--- config.mk ---
export PLATFORM = sky130hd
export DESIGN_NAME = serial_add_sub
export DESIGN_NICKNAME = d
export VERILOG_FILES = /design/src/rtl/serial_add_sub_pkg.sv /design/src/rtl/serial_add_sub_addsub_digit.sv /design/src/rtl/serial_add_sub.sv
export SDC_FILE = /design/constraint.sdc
export NUM_CORES = 1
export LEC_CHECK = 0
export CAP_MARGIN = 0
export CORE_ASPECT_RATIO = 2
export CORE_UTILIZATION = 51
export DETAILED_ROUTE_END_ITERATION = 10
export GPL_TIMING_DRIVEN = 1
export PLACE_DENSITY = 0.85
export REMOVE_ABC_BUFFERS = 1
export SYNTH_ARGS = -nofsm -noshare
export SYNTH_HDL_FRONTEND = slang
export SYNTH_SLANG_ARGS = --single-unit
--- constraint.sdc ---
create_clock -name clk -period 2.1 [get_ports clk]
set_clock_uncertainty 0.05 [all_clocks]
set_input_delay 0.42 -clock clk [delete_from_list [all_inputs] [get_ports clk]]
set_output_delay 0.42 -clock clk [all_outputs]
set_load 0.03 [all_outputs]
--- src/rtl/serial_add_sub_pkg.sv ---
// Shared types and constants for the digit-serial adder/subtractor.
// Optional result clamping is enabled with SERIAL_ADD_SUB_SATURATE_EN.
package serial_add_sub_pkg;

   localparam int STATE_W = 2;

   typedef enum logic [STATE_W-1:0] {
      IDLE = 2'd0,
      RUN  = 2'd1,
      DONE = 2'd2
   } state_t;

   localparam logic MODE_ADD = 1'b0;
   localparam logic MODE_SUB = 1'b1;

   // One spare bit so the counter can hold the digit count itself.
   function automatic int cnt_width(input int width, input int digit);
      return $clog2(width / digit) + 1;
   endfunction

endpackage

--- src/rtl/serial_add_sub_addsub_digit.sv ---
// Combinational DIGIT-bit slice: a short ripple of carry cells (add) or
// borrow cells (sub) sharing one chain input and one chain output.
module addsub_digit
   import serial_add_sub_pkg::*;
#(
   parameter int DIGIT = 1
) (
   input  logic [DIGIT-1:0] a_d,
   input  logic [DIGIT-1:0] b_d,
   input  logic             mode,
   input  logic             cb_in,
   output logic [DIGIT-1:0] s_d,
   output logic             cb_out_d
);

   logic [DIGIT:0] chain;

   always_comb begin
      chain    = '0;
      s_d      = '0;
      chain[0] = cb_in;
      for (int i = 0; i < DIGIT; i++) begin
         s_d[i] = a_d[i] ^ b_d[i] ^ chain[i];
         if (mode == MODE_SUB) begin
            chain[i+1] = (~a_d[i] & b_d[i]) | (~(a_d[i] ^ b_d[i]) & chain[i]);
         end else begin
            chain[i+1] = (a_d[i] & b_d[i]) | ((a_d[i] ^ b_d[i]) & chain[i]);
         end
      end
   end

   assign cb_out_d = chain[DIGIT];

endmodule

--- src/rtl/serial_add_sub.sv ---
// Digit-serial adder/subtractor with start/busy/done handshake, LSB digit first.
// Define SERIAL_ADD_SUB_SATURATE_EN to clamp overflowing results to the signed extremes.
module serial_add_sub
   import serial_add_sub_pkg::*;
#(
   parameter int WIDTH = 8,
   parameter int DIGIT = 1
) (
   input  logic             clk,
   input  logic             rst_n,
   input  logic             start,
   input  logic             mode,
   input  logic [WIDTH-1:0] a,
   input  logic [WIDTH-1:0] b,
   output logic             busy,
   output logic             done,
   output logic [WIDTH-1:0] result,
   output logic             cb_out,
   output logic             overflow
);

   localparam int NDIG = WIDTH / DIGIT;
   localparam int CW   = cnt_width(WIDTH, DIGIT);
   localparam int PW   = (DIGIT < WIDTH) ? (WIDTH - DIGIT) : 1;
   localparam logic [CW-1:0] LAST = CW'(NDIG - 1);

   if (WIDTH < 2 || DIGIT < 1 || (WIDTH % DIGIT) != 0) begin : g_bad_params
      $error("serial_add_sub: WIDTH must be >= 2 and an exact multiple of DIGIT");
   end

   state_t           state_q, state_d;
   logic [CW-1:0]    count_q, count_d;
   logic [WIDTH-1:0] opa_q, opa_d;
   logic [WIDTH-1:0] opb_q, opb_d;
   logic             mode_q, mode_d;
   logic             chain_q, chain_d;
   logic [PW-1:0]    part_q, part_d;
   logic [WIDTH-1:0] result_q, result_d;
   logic             cb_q, cb_d;
   logic             ovf_q, ovf_d;

   logic [DIGIT-1:0] slice_s;
   logic             slice_cb;
   logic [WIDTH-1:0] full_res;
   logic [PW-1:0]    part_shift;
   logic             sign_a, sign_b, sign_r, ovf_now;

   addsub_digit #(.DIGIT(DIGIT)) u_digit (
      .a_d      (opa_q[DIGIT-1:0]),
      .b_d      (opb_q[DIGIT-1:0]),
      .mode     (mode_q),
      .cb_in    (chain_q),
      .s_d      (slice_s),
      .cb_out_d (slice_cb)
   );

   // New digits enter at the MSB end; on the last digit full_res is the whole answer.
   if (DIGIT < WIDTH) begin : g_part
      assign full_res   = {slice_s, part_q};
      assign part_shift = full_res[WIDTH-1:DIGIT];
   end else begin : g_nopart
      assign full_res   = slice_s;
      assign part_shift = part_q;
   end

   // On the final digit the operand registers still hold the original sign bits.
   assign sign_a  = opa_q[DIGIT-1];
   assign sign_b  = opb_q[DIGIT-1];
   assign sign_r  = slice_s[DIGIT-1];
   assign ovf_now = (mode_q == MODE_SUB) ? ((sign_a != sign_b) && (sign_r != sign_a))
                                         : ((sign_a == sign_b) && (sign_r != sign_a));

   always_comb begin
      state_d  = state_q;
      count_d  = count_q;
      opa_d    = opa_q;
      opb_d    = opb_q;
      mode_d   = mode_q;
      chain_d  = chain_q;
      part_d   = part_q;
      result_d = result_q;
      cb_d     = cb_q;
      ovf_d    = ovf_q;
      case (state_q)
         IDLE, DONE: begin
            if (start) begin
               opa_d   = a;
               opb_d   = b;
               mode_d  = mode;
               chain_d = 1'b0;
               count_d = '0;
               state_d = RUN;
            end else begin
               state_d = IDLE;
            end
         end
         RUN: begin
            opa_d   = opa_q >> DIGIT;
            opb_d   = opb_q >> DIGIT;
            chain_d = slice_cb;
            part_d  = part_shift;
            count_d = count_q + 1'b1;
            if (count_q == LAST) begin
               state_d  = DONE;
               result_d = full_res;
               cb_d     = slice_cb;
               ovf_d    = ovf_now;
`ifdef SERIAL_ADD_SUB_SATURATE_EN
               // A positive operand A means the true result overflowed upwards.
               if (ovf_now) begin
                  result_d = sign_a ? {1'b1, {(WIDTH-1){1'b0}}} : {1'b0, {(WIDTH-1){1'b1}}};
               end
`endif
            end
         end
         default: state_d = IDLE;
      endcase
   end

   always_ff @(posedge clk or negedge rst_n) begin
      if (!rst_n) begin
         state_q  <= IDLE;
         count_q  <= '0;
         opa_q    <= '0;
         opb_q    <= '0;
         mode_q   <= MODE_ADD;
         chain_q  <= 1'b0;
         part_q   <= '0;
         result_q <= '0;
         cb_q     <= 1'b0;
         ovf_q    <= 1'b0;
      end else begin
         state_q  <= state_d;
         count_q  <= count_d;
         opa_q    <= opa_d;
         opb_q    <= opb_d;
         mode_q   <= mode_d;
         chain_q  <= chain_d;
         part_q   <= part_d;
         result_q <= result_d;
         cb_q     <= cb_d;
         ovf_q    <= ovf_d;
      end
   end

   assign busy     = (state_q == RUN);
   assign done     = (state_q == DONE);
   assign result   = result_q;
   assign cb_out   = cb_q;
   assign overflow = ovf_q;

endmodule
== Word level (Yosys, flattened, before mapping) ==
Cells that the tools add are included.
Word-level totals
  input port bits: 20
  output and inout port bits: 12
  word-level logic and storage cells: 50
  register bits: 41
Cells by class
  add/subtract/negate cells: 1
  bitwise gates (word level): 10
  equal/unequal tests: 8
  mux-type cells: 13
  reductions and logical operators: 8
Operators with widths (number)
  $pmux 8 s2: 2
  $mux 8: 2
  $pmux 4 s2: 1
  $reduce_and 2->1: 3
  $add 4x1->4 const B: 1
  $and 1x1->1: 4
  $eq 4x3->1 const B: 1
  $mux 1: 4
  $mux 4: 1
  $pmux 2 s2: 1
  $eq 2x1->1 const B: 1
  $eq 2x2->1 const B: 1
  $logic_and 1x1->1: 2
  $logic_not 2->1: 1
  $mux 2: 1
  $ne 1x1->1: 2
  $ne 2x1->1 const B: 1
  $ne 2x2->1 const B: 1
  $not 1->1: 2
  $or 1x1->1: 2
  $pmux 1 s2: 1
  $reduce_bool 2->1: 1
  $reduce_or 2->1: 1
  $xor 1x1->1: 2
  $eq 1x1->1: 1

== Longest topological paths before layout ==
Gate-level depths: netlist of the first run.
  depth after elaboration: 6
  gate-level depth with buffers: 5
  mapped depth without buffers: 5

== Hierarchy ==
From an unflattened synthesis of the first run, not the netlist that was laid out.
Second synthesis, totals
  cell total of the unflattened synthesis: 127
  area, all modules: 1759.2 um^2
Modules (own cells, without submodules)
  serial_add_sub: seq. area each 1026.0 um^2, instances 1, cells each 121, area each 1697.9 um^2
  addsub_digit: seq. area each 0.0 um^2, instances 1, cells each 6, area each 61.3 um^2

== Worst setup path before layout of the first run ==
Ideal clock, no wire load.
  path kind: register -> register
  from: register opb_q[0]
  to: register ovf_q, in the netlist overflow
  buffers on the path: 0
  clock period less this slack: 1.631 ns
  slack: 0.469 ns
  data required time: 1.923 ns
  setup time: 0.127 ns
  stages on the path, launching flop included: 6
  data arrival time: 1.454 ns
  cells stage by stage: dfrtp_1 -> inv_1 -> fa_1 -> xnor2_1 -> nor2_1 -> mux2_1
Between the ends
  word-level cells in the longest chain between the ends: 5
  elaborated cells between the ends (all ways): 8
  those cells by class: eq/ne: 3; mux: 1; bitwise: 2; reduce/logical: 2
Ends and longest elaborated chain
  start, declared: line serial_add_sub.sv:34  | logic [WIDTH-1:0] opb_q, opb_d;
  start signal, assigned: line serial_add_sub.sv:136  | opb_q <= opb_d;
  $xor 1x1->1 (*) (2 in series): line serial_add_sub_addsub_digit.sv:23  | s_d[i] = a_d[i] ^ b_d[i] ^ chain[i];
  via sign_r: line serial_add_sub.sv:46  | logic sign_a, sign_b, sign_r, ovf_now;
  $ne 1x1->1 (*): line serial_add_sub.sv:70, serial_add_sub.sv:71
  $logic_and 1x1->1 (on tied branches): line serial_add_sub.sv:71, serial_add_sub.sv:70
  $mux 1 (*): line serial_add_sub.sv:70  | assign ovf_now = (mode_q == MODE_SUB) ? ((sign_a != sign_b) && (sign_r != sign_a))
  end signal, assigned: line serial_add_sub.sv:142  | ovf_q <= ovf_d;
  end, declared: line serial_add_sub.sv:40  | logic ovf_q, ovf_d;
Mark *: on every way through the listed nets, which the timed path passes. The rest lies on a longest branch.
A chain may end at the register's enable or synchronous reset.

== Worst setup path in the final report of the first run ==
  from: register state_q[0]
  to: output port done
Between the ends
  word-level cells in the longest chain between the ends: 1
Ends and longest elaborated chain
  start, declared: line serial_add_sub.sv:31  | state_t state_q, state_d;
  start signal, assigned: line serial_add_sub.sv:133  | state_q <= state_d;
  $eq 2x2->1: line serial_add_sub.sv:147  | assign done = (state_q == DONE);
  end, declared: line serial_add_sub.sv:16  | output logic done,
Every way passes these cells.

==> impl_results.md, run 1 <==
* Yosys warning total at 0
* Top-area cell type share of the netlist area at 0.582
* F_max at 0.510 GHz
* Crit path max fanout at 4
* CTS max path bufs at 2
* WHS at 0.132 ns
* Min Tclk post-route at around 2 ns
* Gpl congestion at 0.756
* Die area at ~3700 sq um
* Die Y at approximately 85 um
* Outcome: complete, but fails checks
* Drt wl/cell at approximately 15 um
* I/O Pins at 32
* Area leader, netlist: dfrtp_1
* Vias in the first global route at around 1.1k
* Number of H-tree levels at 2
* Postcts setup bufs at 0
* IO buf count at 31
* ANT cells at 0
* Gr ovfl total at 0
* Post-synthesis sequential area ratio at 0.582
* Routed Antenna Nets at 0
* Worst R2R Setup Slack at 0.36 ns
* Root Buffer: clkbuf_8
* Mapped cell area at 1760 sq um
* Number of fill cells at 226
* Static leakage at around 1.1 nW
* CTS Buf Count at 5
* Pre-Repair DR Iteration Count at 7
* Share of layout cells above drive strength 1 at 0.145
* Area Overhead vs Synth at 25.1%
* CP Data Required Time at ~1.6 ns
* Starting Density at 0.546
* Worst slew pin tran at 0.575 ns
* Final Core Density at 0.683
* Clk slew on worst S/H paths at roughly 0.080 ns
* Slowest stage cell, crit path: clkdlybuf4s50_1
* Setup CP Type: flip-flop to output pin
* CTS resizes at 0
* Leading post-synthesis cells by cell area: dfrtp_1, a22o_1, mux2_1
* Setup ws final at between 0.1 and 0.15 ns
* Max-Cap Viols at 0
* HPWL Detailed at between 2000 and 2500 um
* Hold Fails Final Rpt at 0
* Worst hold path class: primary input to async pin
* Final Max Tran Viols at 0
* Global-route wire length before repair at 5030 um
* Dpl cell area at between 2000 and 2500 sq um
* Final #Nets at approximately 190
* TNS Setup at 0 ns
* Row count at 29
* Syn Inst Count at 130
* # clock sinks at 41
* CTS tree: done
* Initial antenna violation count at 0
* Crit path DAT at approximately 1.5 ns
* Max incr delay on CP at 0.67 ns
* Cells after DPL at 188
* Worst vdd ir at roughly 0.0009 V
* Largest net degree at the start of global routing at 42
* Clk Latency, worst-skew pair at 0.29 ns
* Max_slew headroom at 0.617
* Core region area at about 3200 sq um
* Yosys reg bits at 41
* Ratio of final minimum period to clock period at 0.934
* Routed vias/inst at 5.66
* Vias at ~1.1k
* RSZ-0062 raised after global routing: false
* Failing checks: design-rule violations
* Post-Layout Cell Count at around 200
* Path depth of the worst reg2reg path at 5
* Gr usage total at 0.182
* Critical path launch point type: flip-flop
* Pwr per Cell Area at about 1600 nW/um^2
* Place WS at approximately 0.16 ns
* Post-route cell area at 2200 sq um
* DRC Markers at 2
* Initial DRC Count at 14
* Yosys cell types at 24
* Pwr Total at between 3 and 4 mW
* Total wire length at 2850 um
* Worst setup EP type: output pin
* Die span in x at 43.6 um
* # setup viols final at 0
* Crit-path cells: nor2b_1 > clkdlybuf4s50_1
* Avg Cell Area, Syn at 13.6 sq um
* Hold_buf cts at 0
==> layer usage <==
metal	vias up	track usage	part of all wire
li1	528	-	-
met1	545	0.209	0.39
met2	32	0.316	0.56
met3	5	0.0447	0.033
met4	0	0.0682	0.018
met5	-	0	0
==> cells by family (layout without fill, tap and decap cells) <==
group	Yosys count	after routing	synth area share
flops	41	41	0.582
compound gates	32	32	0.150
mux	20	20	0.126
simple gates	18	18	0.0547
buf+inv	12	47	0.0355
fa+ha+maj	4	4	0.0369
xor+xnor	3	3	0.0149
==> power breakdown <==
part	switching (mW)	internal (mW)
sequential	0.235	1.15
clock	0.256	0.387
combinational	0.736	0.777
==> flip-flops by register name, summed over array words and instances, names as in the netlist <==
register and flops:
part_q 7, state_q 2, chain_q 1, overflow 1, cb_out 1, result 8, opb_q 8, count_q 4
mode_q 1, opa_q 8
==> cell usage after synthesis <==
master and number:
mux2_1 9, clkbuf_1 1, mux2i_1 3, buf_4 1, a21o_1 12, xnor2_1 3
nor2_1 2, mux2_2 8, nor3_1 2, a221o_1 2, nor3b_2 1, nand4_1 1
inv_1 4, nor2b_1 4, o21ai_0 1, nand2_1 6, a22o_1 17, ha_1 2
buf_6 1, nand2b_1 1, dfrtp_1 41, fa_1 2, nor2_2 1, buf_2 5
==> worst max-delay path: cells and delay by family (launching register included) <==
kind	cells	cell delay, ns
flops	1	0.41
buf+inv	1	0.67
simple gates	1	0.12
==> area by class of cell <==
class,instances,area (sq um),area share
clock buffers,7,86.3,0.0392
clock inverters,1,30.0,0.0136
inverters,4,15.0,0.00681
multi-input cells,77,676,0.306
flip-flops and latches,41,1030,0.465
well taps,31,38.8,0.0176
repair buffers,35,333,0.151
==> cells in the final DEF, fill, tap and decap left out, types with 2 or more instances in the layout <==
cell type,instances
a21o_1,12
a221o_1,2
a22o_1,17
buf_4,5
clkbuf_8,6
clkdlybuf4s50_1,29
dfrtp_1,41
fa_1,2
ha_1,2
inv_1,4
mux2_1,9
mux2_2,8
mux2i_1,3
nand2_1,6
nor2_1,2
nor2b_1,3
nor3_1,2
xnor2_1,3
==> path summary, 6_finish.rpt <==
| check | endpoint | start |
|---|---|---|
| min | opb_q[7]$_DFFE_PN0P_ | rst_n |
| max reg2reg | overflow$_DFFE_PN0P_ | opb_q[0]$_DFFE_PN0P_ |
| max | done | state_q[0]$_DFFE_PN0P_ |
| max in group asynchronous | part_q[5]$_DFFE_PN0P_ | rst_n |
| min reg2reg | opa_q[1]$_DFFE_PN0P_ | opa_q[1]$_DFFE_PN0P_ |
| min in group clk | opa_q[1]$_DFFE_PN0P_ | opa_q[1]$_DFFE_PN0P_ |
No activity file was read; power rests on OpenSTA's default activity.
==> run 2, diff against run 1 <==
CORE_MARGIN = 2   (was unset)
CTS_CLUSTER_DIAMETER = 60   (was unset)
==> impl_results.md, run 2 (synthesis gave the netlist of run 1 again) <==
* Outcome: finished clean
* Clk Latency, worst-skew pair at 0.29 ns (about the same)
* Die Y at 87.1 um (+2.3%)
* CP Data Required Time at 1.63 ns (about the same)
* Final Core Density at 0.665 (-0.0179)
* CTS Buf Count at 5 (unchanged)
* Worst setup EP type: output pin
* CTS tree: done
* Total wire length at 3260 um (+14%)
* Final Max Tran Viols at 0 (unchanged)
* Initial DRC Count at 17 (+3)
* Die area at 3970 sq um (+7.0%)
* CTS max path bufs at 2 (unchanged)
* Gr ovfl total at 0 (unchanged)
* Most frequent cells in the layout: dfrtp_1, clkdlybuf4s50_1, a22o_1
* Gpl congestion at 0.747 (-1.2%)
* Max-Cap Viols at 0 (unchanged)
* Crit path DAT at 1.47 ns (-0.02 ns)
* Area Overhead vs Synth at 26.1%
* Root Buffer: clkbuf_8
* Core region area at 3340 sq um (+3.4%)
* RSZ-0062 raised after global routing: false
* Gr usage total at 0.193 (+0.0112)
* # clock sinks at 41 (unchanged)
* Max incr delay on CP at 0.67 ns (about the same)
* Routed Antenna Nets at 0 (unchanged)
* HPWL Detailed at 2450 um (+17%)
* Hold_buf cts at 0 (unchanged)
* Setup CP Type: flip-flop to output pin
* Pwr per Cell Area at 1600 nW/um^2 (-0.61%)
* I/O Pins at 32 (unchanged)
* Postcts setup bufs at 0 (unchanged)
* Worst R2R Setup Slack at 0.35 ns (about the same)
* Vias in the first global route at 1,281 (+11%)
* Cells after DPL at 191 (+1.6%)
* Post-Layout Cell Count at 198 (+1.0%)
* Pre-Repair DR Iteration Count at 4 (-3)
* P_sw at 1.25 mW (+1.9%)
* Die span in x at 45.6 um (+4.6%)
* IO buf count at 31 (unchanged)
* Starting Density at 0.527 (-0.0182)
* Worst vdd ir at 0.000766 V (-15%)
* Static leakage at 1.08 nW (+0.93%)
* Flop pwr share at 0.395 (+0.003)
* CTS resizes at 0 (unchanged)
* Critical path launch point type: flip-flop
* Initial antenna violation count at 0 (unchanged)
* Ratio of final minimum period to clock period at 0.923 (-0.0110)
* # setup viols final at 0 (unchanged)
* Vias at 1,161 (+4.6%)
* Drt wl/cell at 16.5 um (+13%)
* CP Buf/Inv Count at 1 (unchanged)
* Hold Fails Final Rpt at 0 (unchanged)
* Final #Nets at 190 (+1.1%)
* Min Tclk post-route at 1.94 ns (-0.0231 ns)
* Share of layout cells above drive strength 1 at 0.157 (+0.0112)
* Crit-path cells: nor2b_1 > clkdlybuf4s50_1
* Int Power at 2.30 mW (-0.83%)
* Clock share of power at 0.167 (-0.014)
* Clk slew on worst S/H paths at 0.08 ns (about the same)
* Number of H-tree levels at 2 (unchanged)
* Most common cell after layout, fill and taps aside: dfrtp_1
* F_max at 0.516 GHz (+1.2%)
* DRC Markers at 0 (-2)
* Comb pwr share at 0.438 (+0.011)
* ANT cells at 0 (unchanged)
* Sw Share at 0.352 (+0.00622)
* Number of fill cells at 249 (+10%)
* Largest delay share family, worst path: buffers and inverters
* Largest net degree at the start of global routing at 23 (-45%)
* Routed vias/inst at 5.86 (+3.5%)
* Worst hold path class: primary input to async pin
* Row count at 30 (+3.4%)
* Crit path max fanout at 4 (unchanged)
* Global-route wire length before repair at 5490 um (+9.2%)
* Max_slew headroom at 0.601 (-0.0160)
* WHS at 0.0328 ns (-0.0993 ns)
* Slowest stage cell, crit path: clkdlybuf4s50_1
* Worst slew pin tran at 0.599 ns (+0.0240 ns)
-- run 2: cell count changes in the layout (fill, tap and decap cells not counted) --
cell and change:
buf_12 +1, buf_4 +1, clkbuf_1 -1, clkbuf_8 -1, clkinv_2 +1
-- run 2: worst paths after layout --
| check | cells after the start | from | end |
|---|---|---|---|
| setup / recovery | 2 | state_q[0]$_DFFE_PN0P_ | done |
| hold / removal | 1 | rst_n | overflow$_DFFE_PN0P_ |
| setup reg to reg | 5 | opb_q[0]$_DFFE_PN0P_ | overflow$_DFFE_PN0P_ |
| hold reg to reg | 1 | opb_q[4]$_DFFE_PN0P_ | opb_q[4]$_DFFE_PN0P_ |
| max in group asynchronous | 2 | rst_n | result[4]$_DFFE_PN0P_ |
| min in group clk | 1 | opb_q[4]$_DFFE_PN0P_ | opb_q[4]$_DFFE_PN0P_ |
-- run 2: layout make-up --
type | count | area, sq um | share of cell area
sequential | 41 | 1030 | 0.462
inverter | 4 | 15.0 | 0.00676
multi-input combinational | 77 | 676 | 0.304
clock buffer | 5 | 68.8 | 0.0310
timing repair buffer | 37 | 360 | 0.162
tap | 32 | 40.0 | 0.0180
clock inverter | 2 | 35.0 | 0.0158
-- run 2: worst register-to-register path, delay by kind of cell (launching register included) --
| kind | cells | cell delay, ns |
|---|---|---|
| buffers and inverters | 1 | 0.10 |
| xor gates and xnor gates | 1 | 0.13 |
| adders and majority gates | 1 | 0.60 |
| and+or+nand+nor | 1 | 0.05 |
| muxes | 1 | 0.29 |
| DFF | 1 | 0.41 |
-- run 2: metal layers --
metal	wire length (um)	share of wire	up-vias	global-route usage
met5	0	0	-	0
li1	-	-	532	-
met3	158	0.048	8	0.0539
met1	1150	0.35	587	0.195
met4	93	0.029	0	0.104
met2	1860	0.57	34	0.337
-- run 2: power groups by stage --
| stage | combinational (mW) | sequential, mW | clock, mW |
|---|---|---|---|
| floorplan | 0.920 | 1.52 | 0 |
| global placement | 1.50 | 1.38 | 0 |
| detailed placement | 1.57 | 1.42 | 0 |
| CTS | 1.58 | 1.41 | 0.611 |
| global route | 1.71 | 1.44 | 0.640 |
| finish | 1.55 | 1.40 | 0.593 |
-- run 2: stage by stage --
stage	instance area, sq um	setup WS (ns)	power [mW]	setup TNS (ns)
finish	2220	0.162	3.55	0
global route	2220	0.107	3.79	0
CTS	2220	0.151	3.60	0
detailed placement	2120	0.144	2.99	0
global placement	2120	0.161	2.88	0
floorplan	1710	-1.22	2.44	-30.49
